File: src/rtl/xmpl_dsp_cic.sv
// xmpl_dsp_cic: N-stage CIC decimator (ratio 2**R_LOG2) with frame-based run control.
// Integrators run at the input rate. The comb chain runs on every R-th accepted sample.
// A run first fills the filter, then delivers FRAME_LEN samples and parks in DONE.
module xmpl_dsp_cic #(
  parameter int IW        = 14,
  parameter int N         = 3,
  parameter int R_LOG2    = 3,
  parameter int FRAME_LEN = 16,
  localparam int OW       = IW + N * R_LOG2
) (
  input  logic                 clk_i,
  input  logic                 reset_n_i,
  input  logic                 en_xmpl_dsp_cic_i,
  input  logic signed [IW-1:0] cic_din_i,
  input  logic                 cic_din_vld_i,
  output logic signed [OW-1:0] cic_dout_o,
  output logic                 cic_dout_vld_o,
  output logic                 xmpl_dsp_cic_status_o,
  output logic [1:0]           cic_state_o
);

  typedef enum logic [1:0] {
    IDLE = 2'd0,
    FILL = 2'd1,
    RUN  = 2'd2,
    DONE = 2'd3
  } state_t;

  localparam int              FW         = $clog2(FRAME_LEN + 1);
  localparam logic [2:0]      FILL_LAST  = 3'(N - 1);
  localparam logic [FW-1:0]   FRAME_LAST = FW'(FRAME_LEN - 1);

  state_t                state_q, state_d;
  logic [R_LOG2-1:0]     dec_cnt_q, dec_cnt_d;
  logic [2:0]            fill_cnt_q, fill_cnt_d;
  logic [FW-1:0]         frame_cnt_q, frame_cnt_d;
  logic signed [OW-1:0]  integ_q [N];
  logic signed [OW-1:0]  integ_d [N];
  logic signed [OW-1:0]  dly_q [N];
  logic signed [OW-1:0]  dly_d [N];
  logic signed [OW-1:0]  v_sum [N];
  logic signed [OW-1:0]  c_sum [N];
  logic signed [OW-1:0]  sum_acc, dif_acc;
  logic signed [OW-1:0]  dout_q, dout_d;
  logic                  dout_vld_q, dout_vld_d;
  logic                  clear, accept, strobe, fill_done, frame_done;

  // Sign-extend an input sample to the full-precision accumulator width.
  function automatic logic signed [OW-1:0] sext_in(input logic signed [IW-1:0] x);
    return OW'(x);
  endfunction

  // Dropping enable or sitting in IDLE holds the whole datapath at zero.
  assign clear      = !en_xmpl_dsp_cic_i || (state_q == IDLE);
  assign accept     = cic_din_vld_i && ((state_q == FILL) || (state_q == RUN));
  assign strobe     = accept && (&dec_cnt_q);
  // The N-th decimated output completes the fill and is the first one delivered.
  assign fill_done  = strobe && (state_q == FILL) && (fill_cnt_q == FILL_LAST);
  assign frame_done = strobe && (state_q == RUN) && (frame_cnt_q == FRAME_LAST);

  // FSM state register.
  always_ff @(posedge clk_i or negedge reset_n_i) begin
    if (!reset_n_i) state_q <= IDLE;
    else            state_q <= state_d;
  end

  // FSM next-state: enable low always returns to IDLE, aborting any frame.
  always_comb begin
    state_d = state_q;
    if (!en_xmpl_dsp_cic_i) begin
      state_d = IDLE;
    end else begin
      unique case (state_q)
        IDLE:    state_d = FILL;
        FILL:    if (fill_done) state_d = (FRAME_LEN == 1) ? DONE : RUN;
        RUN:     if (frame_done) state_d = DONE;
        default: state_d = state_q;
      endcase
    end
  end

  // FSM outputs: output-valid pulse plus the fill and frame counters.
  always_comb begin
    fill_cnt_d  = fill_cnt_q;
    frame_cnt_d = frame_cnt_q;
    dout_vld_d  = 1'b0;
    if (clear) begin
      fill_cnt_d  = '0;
      frame_cnt_d = '0;
    end else if (fill_done) begin
      dout_vld_d  = 1'b1;
      frame_cnt_d = FW'(1);
    end else if (strobe && (state_q == FILL)) begin
      fill_cnt_d  = fill_cnt_q + 3'd1;
    end else if (strobe && (state_q == RUN)) begin
      dout_vld_d  = 1'b1;
      frame_cnt_d = frame_cnt_q + 1'b1;
    end
  end

  // Integrator running sums and comb differences for the sample at the input.
  always_comb begin
    sum_acc = sext_in(cic_din_i);
    for (int k = 0; k < N; k++) begin
      sum_acc  = integ_q[k] + sum_acc;
      v_sum[k] = sum_acc;
    end
    dif_acc = sum_acc;
    for (int k = 0; k < N; k++) begin
      c_sum[k] = dif_acc - dly_q[k];
      dif_acc  = c_sum[k];
    end
  end

  // Datapath next-state: integrate on every accepted sample, comb on the strobe.
  always_comb begin
    integ_d   = integ_q;
    dly_d     = dly_q;
    dec_cnt_d = dec_cnt_q;
    dout_d    = dout_q;
    if (clear) begin
      for (int k = 0; k < N; k++) begin
        integ_d[k] = '0;
        dly_d[k]   = '0;
      end
      dec_cnt_d = '0;
      dout_d    = '0;
    end else if (accept) begin
      integ_d   = v_sum;
      dec_cnt_d = dec_cnt_q + 1'b1;
      if (strobe) begin
        dly_d[0] = v_sum[N-1];
        for (int k = 1; k < N; k++) dly_d[k] = c_sum[k-1];
        dout_d = c_sum[N-1];
      end
    end
  end

  // Control and datapath registers.
  always_ff @(posedge clk_i or negedge reset_n_i) begin
    if (!reset_n_i) begin
      for (int k = 0; k < N; k++) begin
        integ_q[k] <= '0;
        dly_q[k]   <= '0;
      end
      dec_cnt_q   <= '0;
      fill_cnt_q  <= '0;
      frame_cnt_q <= '0;
      dout_q      <= '0;
      dout_vld_q  <= 1'b0;
    end else begin
      integ_q     <= integ_d;
      dly_q       <= dly_d;
      dec_cnt_q   <= dec_cnt_d;
      fill_cnt_q  <= fill_cnt_d;
      frame_cnt_q <= frame_cnt_d;
      dout_q      <= dout_d;
      dout_vld_q  <= dout_vld_d;
    end
  end

  assign cic_dout_o            = dout_q;
  assign cic_dout_vld_o        = dout_vld_q;
  assign xmpl_dsp_cic_status_o = (state_q == DONE);
  assign cic_state_o           = state_q;

endmodule

File: config.mk
export PLATFORM = sky130hd
export DESIGN_NAME = xmpl_dsp_cic
export DESIGN_NICKNAME = d
export VERILOG_FILES = /design/src/rtl/xmpl_dsp_cic.sv
export SDC_FILE = /design/constraint.sdc
export NUM_CORES = 1
export LEC_CHECK = 0
export BUFFER_PORTS_ARGS = -buffer_cell sky130_fd_sc_hd__buf_2
export CORE_ASPECT_RATIO = 1.1
export CORE_UTILIZATION = 50
export CTS_CLUSTER_SIZE = 12
export DETAILED_ROUTE_END_ITERATION = 10
export PLACE_DENSITY = 0.65
export REMOVE_ABC_BUFFERS = 1
export SYNTH_ARGS = -nofsm -noshare
export SYNTH_HDL_FRONTEND = slang
export SYNTH_SLANG_ARGS = --single-unit
File: constraint.sdc
create_clock -name clk_i -period 10.5 [get_ports clk_i]
set_input_delay 1.575 -clock clk_i [delete_from_list [all_inputs] [get_ports clk_i]]
set_output_delay 1.575 -clock clk_i [all_outputs]
set_load 0.02 [all_outputs]
==> flow_summary.json <==
{
  "status": "finished clean",
  "synth_warnings": 0,
  "cp_slowest_cell": "or3_1",
  "clock_sinks": 175,
  "grt_max_degree": 96,
  "rsz0062_at_grt": "false",
  "numCtsBuffers": 17,
  "crit_type": "in -> reg",
  "synth.area.mux_share": 0.00150,
  "dp_hpwl_mm": 19.1,
  "synth_top_family_by_area": "compound AO/OA/AOI/OAI gates",
  "ys_ff_latch": 175,
  "drt-total-wl_mm": 27.8,
  "cts_tree": "done",
  "clk_pin_slew_worst_paths_ns": 0.07,
  "critPathCaptureType": "register",
  "synth-seq-area-share": 0.328,
  "synth_flop_cell": "dfrtp_1",
  "clock_path_buffers": 2,
  "io_buffers": 44,
  "regArea_um2": 4380,
  "crit_top_cell": "a21oi_1",
  "root_buffer": "clkbuf_16",
  "multiInputGateArea_um2": 8370,
  "drt_pass1_iterations": 4,
  "stdcell_area_um2": 14500,
  "layout_commonest_cell": "nand2_1",
  "via_count": 10941,
  "synth_xor_area_frac": 0.0801,
  "hold_violations": 0,
  "worstPathRequired_ns": 10.78,
  "grt_overflow": 0,
  "layout-drive-gt1-share": 0.0656,
  "r2r_slack_ns": 1.57,
  "ioPinCount": 45,
  "synthAdderAreaFrac": 0.148,
  "avgSynthCellArea_um2": 8.09,
  "clk_latency_ns": 0.44,
  "row_count": 62,
  "tightest_slew_ns": 1.06,
  "layout_common_cells": "nand2_1, a21oi_1, dfrtp_1, ha_1, nor2_1",
  "slew_viol_final": 0,
  "layout.nets": 1837,
  "skew_ns": 0.0139,
  "arrival_ns": 10.05,
  "synth_cell_types": 57,
  "synth_edf_count": 0,
  "n_antenna_cell": 0,
  "grt_usage": 0.213,
  "initial_core_util": 0.510,
  "finalSetupViolations": 0,
  "gp_congestion": 0.906,
  "async_flop_share": 1.00,
  "htree_num_levels": 4,
  "vias_per_cell": 5.39,
  "num-fill-cells": 2484,
  "area_growth_pct": 8.57,
  "worst_hold_slack_ns": 0.507,
  "wire_per_inst_um": 13.7,
  "die_h_um": 173,
  "timing.fmax_mhz": 102,
  "ant_nets": 0,
  "core_area_um2": 26200,
  "synth_compound_area_frac": 0.206,
  "first_iter_violations": 529,
  "slew_headroom": 0.297,
  "final_period_minus_worst_setup_slack_ns": 9.77,
  "die-area_um2": 27400,
  "dieWidth_um": 158,
  "period_share": 0.930,
  "placed_area_um2": 13900,
  "grt_pass1_wl_mm": 48.3,
  "critPathMaxFanout": 5,
  "slowest_delay_ns": 0.40,
  "drv_cap": 0,
  "grt_pass1_vias": 10719,
  "min_path_type": "reg -> reg",
  "drc": 0,
  "startpoint_type": "input pin",
  "antenna_found_initial": 0,
  "synth_cells": 1653,
  "finalSetupTns_ns": 0,
  "yosys.area_share.simple": 0.189,
  "netlist_area_um2": 13400
}
==> critical path: cells and delay by family <==
| kind | cells | cell delay [ns] |
|---|---|---|
| AO/OA/AOI/OAI | 21 | 4.05 |
| XOR/XNOR | 6 | 1.16 |
| adder cells (fa/ha/maj) | 6 | 1.86 |
| buffers and inverters | 2 | 0.30 |
| AND/OR/NAND/NOR | 7 | 1.10 |
==> area by class of cell <==
cell class / instances / share of cell area
Tap cell: 352 / 0.0304
Inverter: 113 / 0.0292
Sequential cell: 175 / 0.302
Clock buffer: 19 / 0.0312
Timing Repair Buffer: 53 / 0.0203
Clock inverter: 13 / 0.0104
Multi-Input combinational cell: 1305 / 0.577
==> cell families after synthesis <==
group                      count (synthesis)
and+or+nand+nor                          579
xor gates and xnor gates                 118
adders and majority gates                154
AOI/OAI and AO/OA                        452
muxes                                      2
buffers and inverters                    173
DFF                                      175
==> routing by layer <==
layer	vias up	track usage	part of all wire
li1	5703	-	-
met1	5117	0.261	0.47
met2	95	0.383	0.50
met3	26	0.0283	0.018
met4	0	0.0655	0.013
met5	-	0	0
==> flip-flops by register name (all words and copies together) (netlist names) <==
register        cells
dly_q              69
integ_q            69
cic_dout_o         23
frame_cnt_q         5
dec_cnt_q           3
fill_cnt_q          3
cic_state_o         2
cic_dout_vld_o      1
==> Yosys cell counts (15+ instances only) <==
library cell,count,area share
a21oi_1,229,0.086
clkbuf_1,56,0.016
nor3_1,32,0.012
ha_1,148,0.14
nor2b_1,22,0.010
xor2_1,36,0.024
nand2_1,285,0.080
a21o_1,43,0.024
dfrtp_1,175,0.33
o21ai_0,53,0.020
nor2_1,131,0.037
nand3_1,36,0.013
inv_1,113,0.032
a31oi_1,15,0.0070
xnor2_1,79,0.052
o21bai_1,15,0.0084
o21a_1,18,0.010
a211oi_1,20,0.011
==> timing repair <==
item	CTS	global route
buffers inserted	0	1
setup endpoints to repair	0	2
resized for setup	0	7
hold buffers	0	0
endpoints found under the hold margin	0	0
==> final timing paths <==
kind                                 from        endpoint  cells after the start
setup / recovery             cic_din_i[1]  cic_dout_o[22]                     42
hold / removal             cic_dout_o[10]  cic_dout_o[10]                      2
setup reg to reg              integ_q[47]  cic_dout_o[22]                     41
hold reg to reg            cic_dout_o[10]  cic_dout_o[10]                      2
max in group asynchronous       reset_n_i    dec_cnt_q[1]                      3
min in group asynchronous       reset_n_i   cic_dout_o[2]                      1
==> metrics by stage <==
step                      std cells  worst slack (ns)   util
after global placement         1997             0.310  0.530
final                          2030             0.731  0.553
after floorplan                1593              1.07      -
after detailed placement       1997            0.0790  0.530
after global routing           2030           0.00756  0.553
after CTS                      2029             0.573  0.553
Power is not shown: default switching activity piles up to over one toggle a cycle in this logic, so the estimate is an artifact.
